## config.mk

```make
export PLATFORM = sky130hd
export DESIGN_NAME = stepmotor_drv_sequencer
export DESIGN_NICKNAME = d
export VERILOG_FILES = /design/src/rtl/stepmotor_drv_sequencer_pkg.sv /design/src/rtl/stepmotor_drv_sequencer_step_timer.sv /design/src/rtl/stepmotor_drv_sequencer.sv
export SDC_FILE = /design/constraint.sdc
export NUM_CORES = 1
export LEC_CHECK = 0
export CORE_ASPECT_RATIO = 2
export CORE_MARGIN = 2
export CORE_UTILIZATION = 61
export DETAILED_ROUTE_END_ITERATION = 10
export PLACE_DENSITY = 0.85
export SETUP_SLACK_MARGIN = 0.05
export SLEW_MARGIN = 20
export SYNTH_ARGS = -nofsm -noshare
export SYNTH_HDL_FRONTEND = slang
export SYNTH_SLANG_ARGS = --single-unit
```

## constraint.sdc

```tcl
create_clock -name clk -period 8 [get_ports clk]
set_clock_uncertainty 0.05 [all_clocks]
set_input_delay 2.4 -clock clk [delete_from_list [all_inputs] [get_ports clk]]
set_output_delay 2.4 -clock clk [all_outputs]
set_load 0.02 [all_outputs]
```

## src/rtl/stepmotor_drv_sequencer_pkg.sv

```systemverilog
// Shared encodings for the stepper driver sequencer: FSM states, pin owner
// codes and a small elaboration-time helper.
package stepmotor_drv_sequencer_pkg;

    typedef enum logic [2:0] {
        ST_IDLE      = 3'd0,
        ST_WAKE      = 3'd1,
        ST_DIR_WAIT  = 3'd2,
        ST_DIR_SETUP = 3'd3,
        ST_STEP_HIGH = 3'd4,
        ST_STEP_LOW  = 3'd5,
        ST_HOLD      = 3'd6
    } state_t;

    typedef enum logic [1:0] {
        OWN_NONE = 2'd0,
        OWN_TRK  = 2'd1,
        OWN_JOG  = 2'd2
    } owner_t;

    function automatic int max_int(input int a, input int b);
        return (a > b) ? a : b;
    endfunction

endpackage

```

## src/rtl/stepmotor_drv_sequencer_step_timer.sv

```systemverilog
// Loadable down-counter shared by every timed state of the sequencer.
// Loading N-1 on a state entry makes done rise in that state's N-th cycle.
module stepmotor_drv_sequencer_step_timer
    import stepmotor_drv_sequencer_pkg::*;
#(
    parameter int W = 18
) (
    input  logic         clk,
    input  logic         rst,
    input  logic         load,
    input  logic [W-1:0] value,
    output logic         done
);

    logic [W-1:0] count;

    // Count down to zero and park there until the next load.
    // NOTE: sequential state uses non-blocking assignments so every flop samples pre-edge values.
    always_ff @(posedge clk or posedge rst) begin
        if (rst) begin
            count <= '0;
        end else if (load) begin
            count <= value;
        end else if (count != '0) begin
            count <= count - 1'b1;
        end
    end

    assign done = (count == '0);

endmodule

```

## src/rtl/stepmotor_drv_sequencer.sv

```systemverilog
// Stepper driver pin sequencer: arbitrates tracking and jog requesters (jog
// wins), inserts enable wake-up, DIR setup/hold, STEP width and minimum period
// timing, and keeps a signed step position. Durations must all be >= 1,
// MIN_PERIOD must exceed PULSE_HIGH and EN_HOLD must be >= DIR_HOLD.
module stepmotor_drv_sequencer
    import stepmotor_drv_sequencer_pkg::*;
#(
    parameter int PERIOD_W   = 17,
    parameter int POS_W      = 32,
    parameter int PULSE_HIGH = 50,
    parameter int MIN_PERIOD = 200,
    parameter int DIR_SETUP  = 250,
    parameter int DIR_HOLD   = 250,
    parameter int EN_WAKE    = 50000,
    parameter int EN_HOLD    = 50000
) (
    input  logic                clk,
    input  logic                rst,
    input  logic                trk_en,
    input  logic [PERIOD_W-1:0] trk_period,
    input  logic                trk_dir,
    input  logic                jog_en,
    input  logic [PERIOD_W-1:0] jog_period,
    input  logic                jog_dir,
    input  logic                estop,
    input  logic                pos_clr,
    output logic                drv_step,
    output logic                drv_dir,
    output logic                drv_enable,
    output logic [1:0]          owner,
    output logic                busy,
    output logic                step_strobe,
    output logic [POS_W-1:0]    position
);

    localparam int TIMER_MAX = max_int(max_int(2 ** PERIOD_W, EN_WAKE),
                                       max_int(max_int(EN_HOLD, DIR_SETUP),
                                               max_int(DIR_HOLD, MIN_PERIOD)));
    localparam int TIMER_W   = $clog2(TIMER_MAX + 1);

    state_t               state, next_state;
    owner_t               owner_q, sel_owner;
    logic                 trk_valid, jog_valid, sel_valid, sel_dir;
    logic                 pend_dir, step_go;
    logic                 tmr_load, tmr_done;
    logic [TIMER_W-1:0]   tmr_value, period_q, own_period, eff_period;

    // Requester selection: jog has priority, a zero period means no request.
    always_comb begin
        // NOTE: every combinational output gets a default first so no latch is inferred.
        sel_owner = OWN_NONE;
        sel_dir   = 1'b0;
        trk_valid = trk_en && (trk_period != '0);
        jog_valid = jog_en && (jog_period != '0);
        if (jog_valid) begin
            sel_owner = OWN_JOG;
            sel_dir   = jog_dir;
        end else if (trk_valid) begin
            sel_owner = OWN_TRK;
            sel_dir   = trk_dir;
        end
        sel_valid  = jog_valid || trk_valid;
        own_period = (owner_q == OWN_JOG) ? TIMER_W'(jog_period) : TIMER_W'(trk_period);
        eff_period = (own_period < TIMER_W'(MIN_PERIOD)) ? TIMER_W'(MIN_PERIOD) : own_period;
    end

    stepmotor_drv_sequencer_step_timer #(.W(TIMER_W)) u_timer (
        .clk   (clk),
        .rst   (rst),
        .load  (tmr_load),
        .value (tmr_value),
        .done  (tmr_done)
    );

    // State register.
    always_ff @(posedge clk or posedge rst) begin
        if (rst) begin
            state <= ST_IDLE;
        end else begin
            state <= next_state;
        end
    end

    // Next-state and timer reload; arbitration only in IDLE, HOLD and the last STEP_LOW cycle.
    always_comb begin
        next_state = state;
        tmr_load   = 1'b0;
        tmr_value  = '0;
        if (estop) begin
            next_state = ST_IDLE;
        end else begin
            case (state)
                ST_IDLE: if (sel_valid) begin
                    next_state = ST_WAKE;
                    tmr_load   = 1'b1;
                    tmr_value  = TIMER_W'(EN_WAKE - 1);
                end
                ST_WAKE, ST_DIR_WAIT: if (tmr_done) begin
                    next_state = ST_DIR_SETUP;
                    tmr_load   = 1'b1;
                    tmr_value  = TIMER_W'(DIR_SETUP - 1);
                end
                ST_DIR_SETUP: if (tmr_done) begin
                    next_state = ST_STEP_HIGH;
                    tmr_load   = 1'b1;
                    tmr_value  = TIMER_W'(PULSE_HIGH - 1);
                end
                ST_STEP_HIGH: if (tmr_done) begin
                    next_state = ST_STEP_LOW;
                    tmr_load   = 1'b1;
                    tmr_value  = period_q - TIMER_W'(PULSE_HIGH + 1);
                end
                ST_STEP_LOW: if (tmr_done) begin
                    tmr_load = 1'b1;
                    if (sel_valid && (sel_owner == owner_q) && (sel_dir == drv_dir)) begin
                        next_state = ST_STEP_HIGH;
                        tmr_value  = TIMER_W'(PULSE_HIGH - 1);
                    end else if (sel_valid) begin
                        next_state = ST_DIR_WAIT;
                        tmr_value  = TIMER_W'(DIR_HOLD - 1);
                    end else begin
                        next_state = ST_HOLD;
                        tmr_value  = TIMER_W'(EN_HOLD - 1);
                    end
                end
                ST_HOLD: if (sel_valid) begin
                    next_state = ST_DIR_SETUP;
                    tmr_load   = 1'b1;
                    tmr_value  = TIMER_W'(DIR_SETUP - 1);
                end else if (tmr_done) begin
                    next_state = ST_IDLE;
                end
                default: next_state = ST_IDLE;
            endcase
        end
    end

    // Driver pin decode from the current state.
    always_comb begin
        drv_step   = (state == ST_STEP_HIGH);
        drv_enable = (state != ST_IDLE);
        busy       = (state != ST_IDLE);
    end

    assign step_go = (next_state == ST_STEP_HIGH) && (state != ST_STEP_HIGH);
    assign owner   = owner_q;

    // Owner, DIR and period capture at the transitions that own them.
    always_ff @(posedge clk or posedge rst) begin
        if (rst) begin
            owner_q  <= OWN_NONE;
            drv_dir  <= 1'b0;
            pend_dir <= 1'b0;
            period_q <= '0;
        end else begin
            if ((next_state == ST_IDLE) || (next_state == ST_HOLD)) begin
                owner_q <= OWN_NONE;
            end else if (((state == ST_IDLE) && (next_state == ST_WAKE)) ||
                         ((state == ST_HOLD) && (next_state == ST_DIR_SETUP))) begin
                owner_q <= sel_owner;
                drv_dir <= sel_dir;
            end else if ((state == ST_STEP_LOW) && (next_state == ST_DIR_WAIT)) begin
                owner_q  <= sel_owner;
                pend_dir <= sel_dir;
            end else if ((state == ST_DIR_WAIT) && (next_state == ST_DIR_SETUP)) begin
                drv_dir <= pend_dir;
            end
            if (step_go) begin
                period_q <= eff_period;
            end
        end
    end

    // Step strobe and position: count on STEP_HIGH entry, clear-then-count when coincident.
    always_ff @(posedge clk or posedge rst) begin
        if (rst) begin
            step_strobe <= 1'b0;
            position    <= '0;
        end else begin
            step_strobe <= step_go;
            if (step_go) begin
                position <= (pos_clr ? '0 : position) + (drv_dir ? POS_W'(1) : {POS_W{1'b1}});
            end else if (pos_clr) begin
                position <= '0;
            end
        end
    end

endmodule

```

==> results.json, run 1 <==
{
  "maxCapViolations": 0,
  "yosysMostFrequentCell": "dfrtp_1",
  "p_sw_share_pct": 32.2,
  "cts_hold_buf": 0,
  "cp_slowest_stage_delay_ps": 800,
  "place_inst": 916,
  "vias": 6016,
  "syn_area_per_cell_um2": 8.58,
  "grt_max_degree": 76,
  "synthArstFlopShare_pct": 100,
  "drt_pass1_iterations": 5,
  "ys_top_cells_by_count": "75 x dfrtp_1, 73 x nand2_1, 60 x nor2_1",
  "track_usage_pct": 35.4,
  "hold_path_class": "register to register",
  "cts_tree": "done",
  "ir_drop_mv": 0.137,
  "tightest_slew_ps": 983,
  "postRouteAntennaNets": 0,
  "setup_tns_ps": 0,
  "area_growth_pct": 18.0,
  "fp.dieW_um": 75.5,
  "syn_area_um2": 6240,
  "synth.top_cell.area_share_pct": 30.1,
  "place.gp.congestion": 1.04,
  "pre_cts_slack_ps": 1650,
  "place_area_um2": 7080,
  "ios": 81,
  "synth_top_flop_cell": "dfrtp_1",
  "synth_cells": 728,
  "drc_errors": 0,
  "totalWireLength_um": 18800,
  "grt_pass1_wl_um": 29700,
  "synth_fp_nets": 803,
  "cts_root_buffer": "clkbuf_16",
  "crit_path_top_delay_cell": "clkdlybuf4s50_1",
  "htree_levels": 3,
  "crit_type": "primary input to register",
  "clkPwrFrac_pct": 36.1,
  "crit_arrival_ps": 6320,
  "hold_viol": 0,
  "clkTransAtPathRegs_ps": 60,
  "setup_violations": 0,
  "cts_setup_buffers": 0,
  "seq_area_frac_synth_pct": 30.1,
  "yosysTopAreaCell": "dfrtp_1",
  "pwr-share-comb_pct": 25.3,
  "first_global_vias": 6184,
  "final_cells": 931,
  "die_h_um": 147,
  "dieArea_um2": 11100,
  "cp_max_fo": 21,
  "power_switching_mw": 0.363,
  "startpoint_type": "primary input",
  "dpl.hpwl_um": 13600,
  "multi_input_area_um2": 4130,
  "ff_latch_area_um2": 1880,
  "clock_sinks": 75,
  "slew_headroom_pct": 34.5,
  "antenna_found_initial": 0,
  "finalCritPeriodShare_pct": 76.9,
  "antenna_cells": 0,
  "crit_chain": "clkdlybuf4s50_1 -> buf_4 -> nor2b_1 -> ha_1 -> nand4_1 -> nor2_1 -> nand3b_1 -> a311o_1 -> o31ai_1 -> mux2i_1 -> nor3_1 -> mux2_1",
  "utilization_pct": 73.6,
  "core_um2": 10000,
  "fin_crit_ps": 6150,
  "synth.distinct_cells": 66,
  "drt-wirelength-per-cell_um": 20.2,
  "clkLatencyLatePin_ps": 340,
  "clockBufferDepth": 2,
  "ys_warn_count": 0,
  "setup_ws_ps": 1850,
  "cts-buffers-inserted": 9,
  "gr-total-overflow": 0,
  "rsz0062_at_grt": "no",
  "port_buffers": 80,
  "synth-edff-count": 0,
  "via_per_inst": 6.46,
  "p_leak_nw": 3.36,
  "start_util_pct": 62.3,
  "outcome": "complete, no violations",
  "stdcell_area_um2": 7370,
  "seq_power_share_pct": 38.6,
  "cellPowerDensity_nw_per_um2": 153,
  "slew_violations": 0,
  "ys_top_cells_by_area": "dfrtp_1 30%, ha_1 6.4%, xnor2_1 5.3%",
  "cts_resized": 0,
  "drtIter0Drc": 603,
  "fillers": 801,
  "rows": 52,
  "ys_seq_elements": 75,
  "required_ps": 8180,
  "drive_gt1_share_pct": 7.41,
  "crit_path_end_kind": "register",
  "clock.fmax_mhz": 163,
  "intPower_mw": 0.764,
  "fin_nets": 867
}
## layout make-up
type / count / share of cell area [%]
clock buffer: 9 / 3.06
multi-input combinational: 605 / 56.0
tap: 135 / 2.29
timing repair buffer: 87 / 11.6
inverter: 14 / 0.713
sequential: 75 / 25.5
clock inverter: 6 / 0.883
## metrics by stage
stage | power [mW] | hold slack, ps
after floorplan | 0.632 | 394
after CTS | 1.13 | 466
after global placement | 0.705 | 418
after detailed placement | 0.718 | 440
after global routing | 1.18 | 500
final | 1.13 | 473
## final timing paths
check / from / endpoint / slack [ps] / cells past startpoint
min: pend_dir / pend_dir / 470 / 2
max reg2reg: drv_dir / position[28] / 4050 / 12
max in group asynchronous: rst / position[18] / 4630 / 3
min in group asynchronous: rst / position[9] / 2650 / 3
min reg2reg: pend_dir / pend_dir / 470 / 2
max: pos_clr / position[28] / 1850 / 12
## cell usage in the layout, fill, tap and decap left out, types with 4 or more instances in the layout
cell type,n
inv_1,13
nand3_1,19
xor2_1,21
a21o_1,19
a211oi_1,12
nor2_1,60
or3_1,14
nand3b_1,4
clkdlybuf4s50_1,80
nand2b_1,8
ha_1,32
o21bai_1,8
buf_4,7
nor3_1,22
xnor2_1,38
nor4_1,10
dfrtp_1,75
or4_1,6
o21ai_0,21
o211ai_1,6
and2_1,6
nand2_1,73
and3_1,10
clkbuf_16,9
mux2_2,15
a31oi_1,17
o31ai_1,13
nor2b_1,41
mux2i_1,6
mux2_1,17
a21oi_1,53
## power groups by stage
stage          sequential [mW]  combinational (mW)  clock, mW
4_1_cts                  0.435               0.280      0.412
5_1_grt                  0.440               0.311      0.426
6_report                 0.436               0.285      0.407
3_5_place_dp             0.442               0.276          0
3_3_place_gp             0.439               0.266          0
2_1_floorplan            0.434               0.198          0
## worst max-delay path: cells and delay by family
family | cells | cell delay (ps)
buf+inv | 2 | 1170
compound gates | 2 | 930
mux | 2 | 540
fa+ha+maj | 1 | 430
simple gates | 5 | 850
## flip-flops by register name (all words and copies together) (netlist names)
name	count
drv_dir	1
owner	2
pend_dir	1
period_q	17
position	32
state	3
step_strobe	1
u_timer.count	18
## layer usage
metal	up-vias	share of wire, %	GRT usage [%]
met4	0	7.7	25.1
met3	102	5.8	8.78
met1	2871	33	34.7
met2	271	53	61.1
li1	2772	-	-
met5	-	0	0
## kinds of logic (layout without fill, tap and decap cells)
| group | Yosys count | after routing | share of synthesized area, % |
|---|---|---|---|
| AND/OR/NAND/NOR | 292 | 292 | 24.5 |
| AO/OA/AOI/OAI | 182 | 182 | 19.6 |
| flip-flops | 75 | 75 | 30.1 |
| XOR/XNOR | 60 | 60 | 8.54 |
| buffers and inverters | 48 | 116 | 3.83 |
| multiplexers | 38 | 38 | 6.73 |
| adder cells (fa/ha/maj) | 33 | 33 | 6.73 |
Power figures use the tool's default switching activity.
==> inputs of run 2 (changes only) <==
CORE_UTILIZATION = 51   (was 61)
PLACE_DENSITY = 0.76   (was 0.85)
clock period = 5.6 ns   (was 8 ns; I/O delays follow)
==> run 2 against run 1 <==
Final cell count is 1.9% higher. Design area increased by 1.1%. Total power rose by 44%.
==> results.json, run 2 (synthesis gave the netlist of run 1 again) <==
{
  "outcome": "complete, no violations",
  "htree_levels": 3,
  "crit_path_top_delay_cell": "or4_4",
  "top_register": "position",
  "totalWireLength_um": 18600,
  "slew_violations": 0,
  "wl_met3_um": 623,
  "fin_crit_ps": 5100,
  "cp_slowest_stage_delay_ps": 550,
  "core_um2": 12100,
  "grt_max_degree": 55,
  "p_sw_share_pct": 32.3,
  "path_buf_inv": 2,
  "top_layer": "met4",
  "largestRegisters": "position: 32 flops, u_timer.count: 18 flops, period_q: 17 flops",
  "fin_nets": 872,
  "place_inst": 933,
  "die_h_um": 160,
  "pwr-share-comb_pct": 25.1,
  "final_cell_mix": "80 x clkdlybuf4s50_1, 75 x dfrtp_1, 73 x nand2_1",
  "hold_path_class": "register to register",
  "drtIter0Drc": 391,
  "reg2reg_slack_ps": 1780,
  "cts_root_buffer": "clkbuf_16",
  "clkTransAtPathRegs_ps": 60,
  "rsz0062_at_grt": "no",
  "antenna_cells": 0,
  "vias": 5898,
  "setup_violations": 0,
  "clock.fmax_mhz": 196,
  "drt-wirelength-per-cell_um": 19.6,
  "ir_drop_mv": 0.171,
  "clockBufferDepth": 2,
  "clkLatencyLatePin_ps": 340,
  "fillers": 1052,
  "grt_pass1_wl_um": 29800,
  "finalCritPeriodShare_pct": 91.0,
  "place.gp.congestion": 0.969,
  "tightest_slew_ps": 870,
  "crit_type": "primary input to register",
  "cts_setup_buffers": 0,
  "slew_headroom_pct": 41.4,
  "fp.dieW_um": 82.2,
  "startpoint_type": "primary input",
  "drc_errors": 0,
  "dpl.hpwl_um": 14100,
  "multi_input_area_um2": 4130,
  "gr-total-overflow": 0,
  "drt_pass1_iterations": 5,
  "maxCapViolations": 0,
  "final_common_cell": "clkdlybuf4s50_1",
  "clkPwrFrac_pct": 36.2,
  "track_usage_pct": 29.5,
  "hold_viol": 0,
  "antenna_found_initial": 0,
  "dieArea_um2": 13200,
  "path_common_cell": "nor4_4",
  "drive_gt1_share_pct": 7.98,
  "cts_hold_buf": 0,
  "cts-buffers-inserted": 9,
  "postRouteAntennaNets": 0,
  "first_global_vias": 6183,
  "rows": 57,
  "crit_arrival_ps": 5270,
  "start_util_pct": 51.8,
  "intPower_mw": 1.10,
  "required_ps": 5770,
  "ios": 81,
  "power_switching_mw": 0.525,
  "clock_sinks": 75,
  "cpLargestDelayFamily": "simple AND/OR/NAND/NOR gates",
  "crit_path_end_kind": "register",
  "cts_resized": 0,
  "cellPowerDensity_nw_per_um2": 218,
  "wl_met2_um": 10200,
  "p_leak_nw": 3.39,
  "cp_max_fo": 54,
  "port_buffers": 80,
  "seq_power_share_pct": 38.6,
  "via_per_inst": 6.21,
  "largest_register_ffs": 32,
  "m1WireLength_um": 6170,
  "area_growth_pct": 19.4,
  "cts_tree": "done",
  "ff_latch_area_um2": 1880,
  "setup_tns_ps": 0,
  "stdcell_area_um2": 7450,
  "final_cells": 949,
  "finalHoldWorstSlack_ps": 444,
  "place_area_um2": 7160,
  "crit_chain": "clkdlybuf4s50_1 -> or4_4 -> nor4_4 -> a21boi_1 -> nor2_1 -> o31ai_1 -> o21bai_4 -> nor4_4 -> buf_12 -> mux2_2"
}
-- run 2: cell count changes in the layout (fill, tap and decap cells not counted) --
| cell | previous run | this run |
|---|---|---|
| buf_4 | 7 | 10 |
| buf_12 | 0 | 2 |
| clkinvlp_4 | 1 | 3 |
| clkbuf_1 | 0 | 1 |
| clkinv_2 | 2 | 1 |
| inv_6 | 1 | 0 |
-- run 2: routing by layer --
layer | global-route usage [%] | vias to the layer above
li1 | - | 2774
met1 | 28.0 | 2828
met2 | 52.7 | 207
met3 | 4.16 | 89
met4 | 24.3 | 0
met5 | 0 | -
-- run 2: power by group through the flow --
stage,sequential [mW],combinational (mW),clock (mW)
detailed placement,0.634,0.404,0
finish,0.627,0.408,0.588
CTS,0.624,0.406,0.595
floorplan,0.620,0.283,0
global route,0.629,0.451,0.621
global placement,0.629,0.388,0
-- run 2: worst reg2reg max path: stages, from the launching register on --
cell,delay [ps]
dfrtp_1,480
inv_1,370
buf_4,410
ha_1,380
a21o_1,230
a21o_1,190
a31o_2,250
a21oi_1,200
a21boi_0,180
o2111a_1,340
o21ai_0,240
nand3_1,120
a31o_2,260
-- run 2: worst paths after layout --
| path | start | to | cells past startpoint |
|---|---|---|---|
| max reg2reg | drv_dir | position[29] | 12 |
| min | pend_dir | pend_dir | 2 |
| min reg2reg | pend_dir | pend_dir | 2 |
| max in group asynchronous | rst | drv_dir | 3 |
| min in group asynchronous | rst | position[8] | 2 |
| max | jog_period[11] | position[11] | 10 |
-- run 2: area by class of cell --
type	count	share of cell area, %
clock buffers	10	3.07
inverters	14	0.705
clock inverters	6	0.890
multi-input cells	605	55.4
well taps	147	2.47
flip-flops and latches	75	25.2
repair buffers	92	12.3
-- run 2: per-stage QoR --
step | power, mW | setup WS (ps) | utilization (%)
global placement | 1.02 | 226 | 59.4
detailed placement | 1.04 | 227 | 59.4
finish | 1.62 | 501 | 61.8
global route | 1.70 | 351 | 61.8
floorplan | 0.903 | 1000 | -
CTS | 1.63 | 529 | 61.8
